[src/rtl/risc_pkg.sv]
// Shared definitions for the decode/issue stage: opcode map, instruction field
// positions and the decoded-class record produced from an opcode.
package risc_pkg;

    localparam int REG_ADDR_W = 5;
    localparam int NUM_REGS   = 2 ** REG_ADDR_W;

    localparam int OP_MSB  = 31;
    localparam int OP_LSB  = 26;
    localparam int RD_LSB  = 21;
    localparam int RS1_LSB = 16;
    localparam int RS2_LSB = 11;
    localparam int IMM_LSB = 0;
    localparam int IMM_W   = 16;

    localparam logic [5:0] OP_RALU    = 6'h00;
    localparam logic [5:0] OP_IALU_LO = 6'h01;
    localparam logic [5:0] OP_IALU_HI = 6'h0F;
    localparam logic [5:0] OP_LOAD    = 6'h10;
    localparam logic [5:0] OP_STORE   = 6'h11;
    localparam logic [5:0] OP_BR_LO   = 6'h20;
    localparam logic [5:0] OP_BR_HI   = 6'h2F;
    localparam logic [5:0] OP_HALT    = 6'h3F;

    typedef enum logic {
        ST_RUN  = 1'b0,
        ST_HALT = 1'b1
    } state_t;

    typedef struct packed {
        logic usesRs1;
        logic usesRs2;
        logic writesRd;
        logic isHalt;
    } decode_t;

    // Unlisted opcodes fall through as NOPs: no sources, no destination.
    function automatic decode_t decodeOp(input logic [5:0] op);
        decode_t d;
        d = '0;
        if (op == OP_RALU) begin
            d.usesRs1  = 1'b1;
            d.usesRs2  = 1'b1;
            d.writesRd = 1'b1;
        end else if (op >= OP_IALU_LO && op <= OP_IALU_HI) begin
            d.usesRs1  = 1'b1;
            d.writesRd = 1'b1;
        end else if (op == OP_LOAD) begin
            d.usesRs1  = 1'b1;
            d.writesRd = 1'b1;
        end else if (op == OP_STORE) begin
            d.usesRs1 = 1'b1;
            d.usesRs2 = 1'b1;
        end else if (op >= OP_BR_LO && op <= OP_BR_HI) begin
            d.usesRs1 = 1'b1;
            d.usesRs2 = 1'b1;
        end else if (op == OP_HALT) begin
            d.isHalt = 1'b1;
        end
        return d;
    endfunction

endpackage

[src/rtl/decode_issue_if.sv]
// Fetch, regBank and execute-side signals of the decode/issue stage.
// The slave modport is the stage itself; master is the surrounding pipeline.
interface decode_issue_if #(
    parameter int DATA_W      = 32,
    parameter int REG_ADDR_W  = 5,
    parameter int STALL_CNT_W = 16
);
    logic                   in_valid;
    logic                   in_ready;
    logic [DATA_W-1:0]      instr;
    logic [REG_ADDR_W-1:0]  reg1;
    logic [REG_ADDR_W-1:0]  reg2;
    logic [DATA_W-1:0]      reg1_data;
    logic [DATA_W-1:0]      reg2_data;
    logic                   wb_en;
    logic [REG_ADDR_W-1:0]  wb_reg;
    logic                   out_valid;
    logic                   out_ready;
    logic [5:0]             out_op;
    logic [REG_ADDR_W-1:0]  out_rd;
    logic                   out_wr;
    logic [DATA_W-1:0]      out_a;
    logic [DATA_W-1:0]      out_b;
    logic [DATA_W-1:0]      out_imm;
    logic                   halted;
    logic [STALL_CNT_W-1:0] stall_cnt;

    modport master (
        output in_valid, instr, reg1_data, reg2_data, wb_en, wb_reg, out_ready,
        input  in_ready, reg1, reg2, out_valid, out_op, out_rd, out_wr,
               out_a, out_b, out_imm, halted, stall_cnt
    );

    modport slave (
        input  in_valid, instr, reg1_data, reg2_data, wb_en, wb_reg, out_ready,
        output in_ready, reg1, reg2, out_valid, out_op, out_rd, out_wr,
               out_a, out_b, out_imm, halted, stall_cnt
    );
endinterface

[src/rtl/decode_scoreboard.sv]
// Per-register pending-write scoreboard: one bit per architectural register,
// set on issue of a writer, cleared when the regBank write retires.
module decode_scoreboard
    import risc_pkg::*;
#(
    parameter int ADDR_W = REG_ADDR_W
) (
    input  logic              clk,
    input  logic              reset,
    input  logic              set_en_i,
    input  logic [ADDR_W-1:0] set_addr_i,
    input  logic              clr_en_i,
    input  logic [ADDR_W-1:0] clr_addr_i,
    input  logic [ADDR_W-1:0] look1_addr_i,
    output logic              look1_pend_o,
    input  logic [ADDR_W-1:0] look2_addr_i,
    output logic              look2_pend_o
);

    localparam int NUM = 2 ** ADDR_W;

    logic [NUM-1:0] pend_q;
    logic [NUM-1:0] pend_d;

    // Set is applied after clear so a newer writer stays pending when both
    // hit the same register on one edge; r0 can never be pending.
    always_comb begin
        pend_d = pend_q;
        if (clr_en_i) begin
            pend_d[clr_addr_i] = 1'b0;
        end
        if (set_en_i) begin
            pend_d[set_addr_i] = 1'b1;
        end
        pend_d[0] = 1'b0;
    end

    always_ff @(posedge clk or negedge reset) begin
        if (!reset) begin
            pend_q <= '0;
        end else begin
            pend_q <= pend_d;
        end
    end

    assign look1_pend_o = pend_q[look1_addr_i];
    assign look2_pend_o = pend_q[look2_addr_i];

endmodule

[src/rtl/decode_issue.sv]
// Decode/issue stage: splits the instruction, reads operands from regBank,
// stalls on RAW hazards via the scoreboard and holds one issue register for execute.
module decode_issue
    import risc_pkg::*;
#(
    parameter int DATA_W      = 32,
    parameter int REG_ADDR_W  = 5,
    parameter int STALL_CNT_W = 16
) (
    input  logic           clk,
    input  logic           reset,
    decode_issue_if.slave  bus
);

    localparam logic [STALL_CNT_W-1:0] STALL_ONE = {{(STALL_CNT_W-1){1'b0}}, 1'b1};

    logic [5:0]            op;
    logic [REG_ADDR_W-1:0] rd;
    logic [REG_ADDR_W-1:0] rs1;
    logic [REG_ADDR_W-1:0] rs2;
    logic [IMM_W-1:0]      imm;
    decode_t               dec;

    logic pend1;
    logic pend2;
    logic hazard;
    logic inReady;
    logic issue;

    state_t                 state_q;
    logic                   halted_q;
    logic [STALL_CNT_W-1:0] stallCnt_q;

    logic                  outValid_q, outValid_d;
    logic [5:0]            outOp_q,    outOp_d;
    logic [REG_ADDR_W-1:0] outRd_q,    outRd_d;
    logic                  outWr_q,    outWr_d;
    logic [DATA_W-1:0]     outA_q,     outA_d;
    logic [DATA_W-1:0]     outB_q,     outB_d;
    logic [DATA_W-1:0]     outImm_q,   outImm_d;

    assign op  = bus.instr[OP_MSB:OP_LSB];
    assign rd  = bus.instr[RD_LSB  +: REG_ADDR_W];
    assign rs1 = bus.instr[RS1_LSB +: REG_ADDR_W];
    assign rs2 = bus.instr[RS2_LSB +: REG_ADDR_W];
    assign imm = bus.instr[IMM_LSB +: IMM_W];
    assign dec = decodeOp(op);

    decode_scoreboard #(
        .ADDR_W (REG_ADDR_W)
    ) u_scoreboard (
        .clk          (clk),
        .reset        (reset),
        .set_en_i     (issue & dec.writesRd),
        .set_addr_i   (rd),
        .clr_en_i     (bus.wb_en),
        .clr_addr_i   (bus.wb_reg),
        .look1_addr_i (rs1),
        .look1_pend_o (pend1),
        .look2_addr_i (rs2),
        .look2_pend_o (pend2)
    );

    // No bypass from writeback: a source waits until the cycle after its retire.
    assign hazard  = bus.in_valid & ((dec.usesRs1 & pend1) | (dec.usesRs2 & pend2));
    assign inReady = reset & (state_q == ST_RUN) & ~hazard & (~outValid_q | bus.out_ready);
    assign issue   = bus.in_valid & inReady;

    always_ff @(posedge clk or negedge reset) begin
        if (!reset) begin
            state_q    <= ST_RUN;
            halted_q   <= 1'b0;
            stallCnt_q <= '0;
        end else begin
            case (state_q)
                ST_RUN: begin
                    if (hazard && (stallCnt_q != '1)) begin
                        stallCnt_q <= stallCnt_q + STALL_ONE;
                    end
                    if (issue && dec.isHalt) begin
                        state_q  <= ST_HALT;
                        halted_q <= 1'b1;
                    end
                end
                ST_HALT: begin
                    halted_q <= 1'b1;
                end
                default: begin
                    state_q <= ST_RUN;
                end
            endcase
        end
    end

    // Fields only change on a new issue, so they hold steady under backpressure.
    always_comb begin
        outValid_d = outValid_q;
        outOp_d    = outOp_q;
        outRd_d    = outRd_q;
        outWr_d    = outWr_q;
        outA_d     = outA_q;
        outB_d     = outB_q;
        outImm_d   = outImm_q;
        if (issue) begin
            outValid_d = 1'b1;
            outOp_d    = op;
            outRd_d    = rd;
            outWr_d    = dec.writesRd;
            outA_d     = bus.reg1_data;
            outB_d     = bus.reg2_data;
            outImm_d   = {{(DATA_W-IMM_W){imm[IMM_W-1]}}, imm};
        end else if (bus.out_ready) begin
            outValid_d = 1'b0;
        end
    end

    always_ff @(posedge clk or negedge reset) begin
        if (!reset) begin
            outValid_q <= 1'b0;
            outOp_q    <= '0;
            outRd_q    <= '0;
            outWr_q    <= 1'b0;
            outA_q     <= '0;
            outB_q     <= '0;
            outImm_q   <= '0;
        end else begin
            outValid_q <= outValid_d;
            outOp_q    <= outOp_d;
            outRd_q    <= outRd_d;
            outWr_q    <= outWr_d;
            outA_q     <= outA_d;
            outB_q     <= outB_d;
            outImm_q   <= outImm_d;
        end
    end

    assign bus.in_ready  = inReady;
    assign bus.reg1      = rs1;
    assign bus.reg2      = rs2;
    assign bus.out_valid = outValid_q;
    assign bus.out_op    = outOp_q;
    assign bus.out_rd    = outRd_q;
    assign bus.out_wr    = outWr_q;
    assign bus.out_a     = outA_q;
    assign bus.out_b     = outB_q;
    assign bus.out_imm   = outImm_q;
    assign bus.halted    = halted_q;
    assign bus.stall_cnt = stallCnt_q;

endmodule

[src/flat_wrapper.sv]
// flat-port wrapper written by rule: the top's interface ports become plain ports
module decode_issue_flat import risc_pkg::*;
#(
    parameter int DATA_W      = 32,
    parameter int REG_ADDR_W  = 5,
    parameter int STALL_CNT_W = 16
)
  (clk, reset, bus_in_valid, bus_instr, bus_reg1_data, bus_reg2_data, bus_wb_en, bus_wb_reg, bus_out_ready, bus_in_ready, bus_reg1, bus_reg2, bus_out_valid, bus_out_op, bus_out_rd, bus_out_wr, bus_out_a, bus_out_b, bus_out_imm, bus_halted, bus_stall_cnt);
  decode_issue_if #(.DATA_W(DATA_W), .REG_ADDR_W(REG_ADDR_W), .STALL_CNT_W(STALL_CNT_W)) bus_i ();
  input  logic clk;
  input  logic reset;
  input wire logic [$bits(bus_i.in_valid)-1:0] bus_in_valid;
  input wire logic [$bits(bus_i.instr)-1:0] bus_instr;
  input wire logic [$bits(bus_i.reg1_data)-1:0] bus_reg1_data;
  input wire logic [$bits(bus_i.reg2_data)-1:0] bus_reg2_data;
  input wire logic [$bits(bus_i.wb_en)-1:0] bus_wb_en;
  input wire logic [$bits(bus_i.wb_reg)-1:0] bus_wb_reg;
  input wire logic [$bits(bus_i.out_ready)-1:0] bus_out_ready;
  output wire logic [$bits(bus_i.in_ready)-1:0] bus_in_ready;
  output wire logic [$bits(bus_i.reg1)-1:0] bus_reg1;
  output wire logic [$bits(bus_i.reg2)-1:0] bus_reg2;
  output wire logic [$bits(bus_i.out_valid)-1:0] bus_out_valid;
  output wire logic [$bits(bus_i.out_op)-1:0] bus_out_op;
  output wire logic [$bits(bus_i.out_rd)-1:0] bus_out_rd;
  output wire logic [$bits(bus_i.out_wr)-1:0] bus_out_wr;
  output wire logic [$bits(bus_i.out_a)-1:0] bus_out_a;
  output wire logic [$bits(bus_i.out_b)-1:0] bus_out_b;
  output wire logic [$bits(bus_i.out_imm)-1:0] bus_out_imm;
  output wire logic [$bits(bus_i.halted)-1:0] bus_halted;
  output wire logic [$bits(bus_i.stall_cnt)-1:0] bus_stall_cnt;
  assign bus_i.in_valid = bus_in_valid;
  assign bus_i.instr = bus_instr;
  assign bus_i.reg1_data = bus_reg1_data;
  assign bus_i.reg2_data = bus_reg2_data;
  assign bus_i.wb_en = bus_wb_en;
  assign bus_i.wb_reg = bus_wb_reg;
  assign bus_i.out_ready = bus_out_ready;
  assign bus_in_ready = bus_i.in_ready;
  assign bus_reg1 = bus_i.reg1;
  assign bus_reg2 = bus_i.reg2;
  assign bus_out_valid = bus_i.out_valid;
  assign bus_out_op = bus_i.out_op;
  assign bus_out_rd = bus_i.out_rd;
  assign bus_out_wr = bus_i.out_wr;
  assign bus_out_a = bus_i.out_a;
  assign bus_out_b = bus_i.out_b;
  assign bus_out_imm = bus_i.out_imm;
  assign bus_halted = bus_i.halted;
  assign bus_stall_cnt = bus_i.stall_cnt;
  decode_issue #(.DATA_W(DATA_W), .REG_ADDR_W(REG_ADDR_W), .STALL_CNT_W(STALL_CNT_W)) u_core (.clk(clk), .reset(reset), .bus(bus_i));
endmodule
[config.mk]
export PLATFORM = sky130hd
export DESIGN_NAME = decode_issue_flat
export DESIGN_NICKNAME = d
export VERILOG_FILES = /design/src/rtl/risc_pkg.sv /design/src/rtl/decode_issue_if.sv /design/src/rtl/decode_scoreboard.sv /design/src/rtl/decode_issue.sv /design/src/flat_wrapper.sv
export SDC_FILE = /design/constraint.sdc
export NUM_CORES = 1
export LEC_CHECK = 0
export ABC_CLOCK_PERIOD_IN_PS = 3110
export CAP_MARGIN = 20
export CORE_MARGIN = 2
export CORE_UTILIZATION = 45
export CTS_CLUSTER_SIZE = 10
export DETAILED_ROUTE_END_ITERATION = 12
export PLACE_DENSITY = 0.81
export SLEW_MARGIN = 20
export SYNTH_ARGS = -nofsm -noshare
export SYNTH_HDL_FRONTEND = slang
export SYNTH_SLANG_ARGS = --single-unit
[constraint.sdc]
create_clock -name clk -period 3.11 [get_ports clk]
set_input_delay 0.622 -clock clk [delete_from_list [all_inputs] [get_ports clk]]
set_output_delay 0.622 -clock clk [all_outputs]
set_load 0.005 [all_outputs]
==> metrics.txt <==
initial antenna violation count 0; final wirelength 19460 µm; Clk pin slew, worst setup/hold paths 0.06 ns; die area 15510 µm²; total net switching power 906.1 µW; element type at the critical path start primary input; register area 3553 µm²; Cell Area, Synth 6539 µm²; Switching Fraction 0.2140; share of power burned in registers 0.436; Final min period 3.035 ns; Relative slew margins 0.3720; total power 4234 µW; leak pwr 0.004688 µW; ys async rst share 1.000; number of synthesized flops with an enable pin 0; TritonCTS Buffers 17; Final Util 0.7047; met3 usage 0.07689; setup_tns 0 ns; pwr dens 418.2 nW/µm²; gr busiest metal met2; layout cell share with drive strength beyond 1 0.2638; critical path endpoint category register; Clock Skew 0.01356 ns; Slew @ Worst Pin 0.9419 ns; CTS max path bufs 2; final hold vios 0; first-pass GRT wire length 29210 µm; f_max 329.5 MHz; Seq/Total Area, Yosys 0.5434; Synth-to-Final Area Change 54.86%; Port Buffers 242; worst reg2reg startpoint u_core.u_scoreboard.pend_q[14]$_DFF_PN0_; Global Route Usage Sum 0.2368; final net count 856; H-tree levels 4; Post-synth top flop dfrtp_1; Req. time, crit path 3.40 ns; Hold/Removal Path Class primary input to asynchronous set/reset pin; multi-input logic area 2791 µm²; wire length per cell 20.58 µm; Final period util 0.9759; Data arrival, critical path 3.32 ns; status finished, final reports clean; diode count 0; r2r setup slk 0.16 ns; worst vdd ir 0.4313 mV; Reg2Reg Depth 11; Die Span X 124.5 µm; Top Ports 243; Root Buffer clkbuf_16; Initial Util 0.4551; vias in the first global route 5580; maxcap violations 0; Die Height 124.5 µm; area of the core 14370 µm²; CP Class primary input to register; Power Internal 3328 µW; cells after synthesis 497; Skew-Pair Late Insertion Delay 0.42 ns; RR Endpoint u_core.bus.out_rd[4]$_DFFE_PN0P_; DRT iter0 DRCs 296; DRC violations left 0; Final GP Congestion 0.8951; syn_area_per_cell 13.16 µm²; Detail Placement HPWL 13120 µm; 1st-pass router iterations 4; Clk pwr share 0.488; synthesized net count 604; endpoints failing setup 0; synth unique cells 42; clock sink total 142; number of synthesis warnings 0; grt total ovfl 0; register bit count reported by yosys 142; Comb power frac 0.076; Via Count 5227; vias per cell 5.525; largest net degree at the start of global routing 75; CTS tree built; Routed Antenna Nets 0; # fillers 998; row cnt 44; M1 GR Usage 0.2793; Final Max Slew Viols 0; final hold slack 0.4651 ns; met2 GRT Util 0.4073; critical path fanouts, max 11
[layout by cell type, fill, tap and decap left out, drive strengths merged, types with 2 or more instances in the layout]
cell type | synthesis | layout
nand2b | 4 | 4
o21ai | 34 | 34
inv | 5 | 6
mux2 | 95 | 95
nor2b | 4 | 4
nor2 | 8 | 8
bufinv | 0 | 3
or3 | 4 | 4
mux2i | 19 | 19
o41ai | 33 | 33
and3 | 4 | 4
nand3b | 9 | 9
or3b | 4 | 4
nand3 | 13 | 13
buf | 46 | 41
dfrtp | 142 | 142
a21oi | 3 | 3
nand2 | 16 | 16
clkinv | 0 | 6
clkbuf | 6 | 27
xnor2 | 14 | 14
nand4 | 8 | 8
a22oi | 2 | 2
mux4 | 8 | 8
and2 | 3 | 3
dlygate4sd2 | 0 | 2
clkdlybuf4s50 | 0 | 236
[power by group through the flow]
| stage | Combinational [µW] | Sequential (µW) | Clock, µW |
|---|---|---|---|
| 2_1_floorplan | 73.7 | 1880 | 0 |
| 3_3_place_gp | 303 | 1880 | 0 |
| 3_5_place_dp | 311 | 1880 | 0 |
| 4_1_cts | 312 | 1850 | 2100 |
| 5_1_grt | 344 | 1850 | 2190 |
| 6_report | 320 | 1850 | 2070 |
[metrics by stage]
step                std cells  instance area, µm²  worst slack, ns
CTS                       935                9752         0.008604
global route              946               10130         -0.01740
detailed placement        902                9145          -0.6535
finish                    946               10130          0.07485
global placement          902                9145          -0.6277
floorplan                 497                6539           0.1793
[per-layer routing]
layer	wire length (µm)	share of wire
met5	0	0
met3	1505	0.077
met4	260	0.013
met1	7660	0.39
met2	10040	0.52
[worst max-delay path by stage]
stage	from	endpoint	depth (start not counted)
4_1_cts	bus_instr[14]	u_core.bus.out_a[12]$_DFFE_PN0P_	12
3_3_place_gp	bus_instr[14]	bus_in_ready	9
3_5_place_dp	bus_instr[14]	bus_in_ready	9
2_1_floorplan	bus_instr[14]	u_core.bus.out_imm[10]$_DFFE_PN0P_	10
6_report	bus_instr[18]	u_core.u_scoreboard.pend_q[13]$_DFF_PN0_	13
5_1_grt	bus_instr[18]	bus_in_ready	9
[critical path: stages]
cell and delay (ns):
clkdlybuf4s50_1 0.52, buf_12 0.15, mux4_2 0.30, mux2i_1 0.14
o21ai_0 0.11, o2111ai_2 0.20, buf_4 0.15, and2_4 0.14
nand3_4 0.10, buf_4 0.17, buf_16 0.13, clkbuf_4 0.19
o41ai_1 0.39
[synth_stat cells (2+ instances only)]
| cell type | count | area share |
|---|---|---|
| nand3_1 | 12 | 0.0092 |
| nor2_1 | 8 | 0.0046 |
| mux2_2 | 90 | 0.15 |
| xnor2_1 | 14 | 0.019 |
| nand4_1 | 8 | 0.0077 |
| mux2_1 | 5 | 0.0086 |
| o41ai_1 | 33 | 0.044 |
| or3b_2 | 4 | 0.0054 |
| and2_1 | 3 | 0.0029 |
| nand3b_1 | 9 | 0.010 |
| nand2_1 | 16 | 0.0092 |
| nand2b_1 | 4 | 0.0038 |
| dfrtp_1 | 142 | 0.54 |
| mux4_2 | 8 | 0.028 |
| a22oi_1 | 2 | 0.0023 |
| a21oi_1 | 2 | 0.0015 |
| buf_2 | 5 | 0.0038 |
| and3_1 | 4 | 0.0038 |
| or3_1 | 4 | 0.0038 |
| nor2b_1 | 4 | 0.0038 |
| buf_1 | 2 | 0.0011 |
| buf_4 | 36 | 0.041 |
| buf_6 | 3 | 0.0052 |
| o21ai_0 | 34 | 0.026 |
| mux2i_1 | 19 | 0.029 |
| inv_1 | 5 | 0.0029 |
| clkbuf_1 | 6 | 0.0034 |
[flip-flops by register name, indices dropped and copies added (netlist names)]
signal	flops
u_core.bus.out_rd	5
u_core.u_scoreboard.pend_q	31
u_core.bus.out_valid	1
u_core.state_q	1
u_core.bus.out_op	6
u_core.bus.out_a	32
u_core.bus.out_imm	16
u_core.bus.out_b	32
u_core.bus.out_wr	1
u_core.bus.stall_cnt	16
u_core.bus.halted	1
[cell families after synthesis]
group / after synthesis / synth area share
flip-flops: 142 / 0.5434
AO/OA/AOI/OAI: 80 / 0.08630
multiplexers: 122 / 0.2202
adder cells (fa/ha/maj): 1 / 0.001913
buffers and inverters: 57 / 0.05779
XOR/XNOR: 15 / 0.02009
AND/OR/NAND/NOR: 80 / 0.07022
[cell type report]
class,count,share of cell area
Sequential cell,142,0.3509
Timing Repair Buffer,285,0.2895
Multi-Input combinational cell,298,0.2757
Clock buffer,22,0.04584
Tap cell,184,0.02274
Clock inverter,10,0.01347
Inverter,5,0.001853
[repair_timing]
action	in CTS	in global routing
endpoints found under the setup margin	115	109
cloned	0	7
pin swaps	3	5
hold buffers	0	0
setup buffers	1	4
gates resized for setup	12	34
No activity file was read; power rests on OpenSTA's default activity.
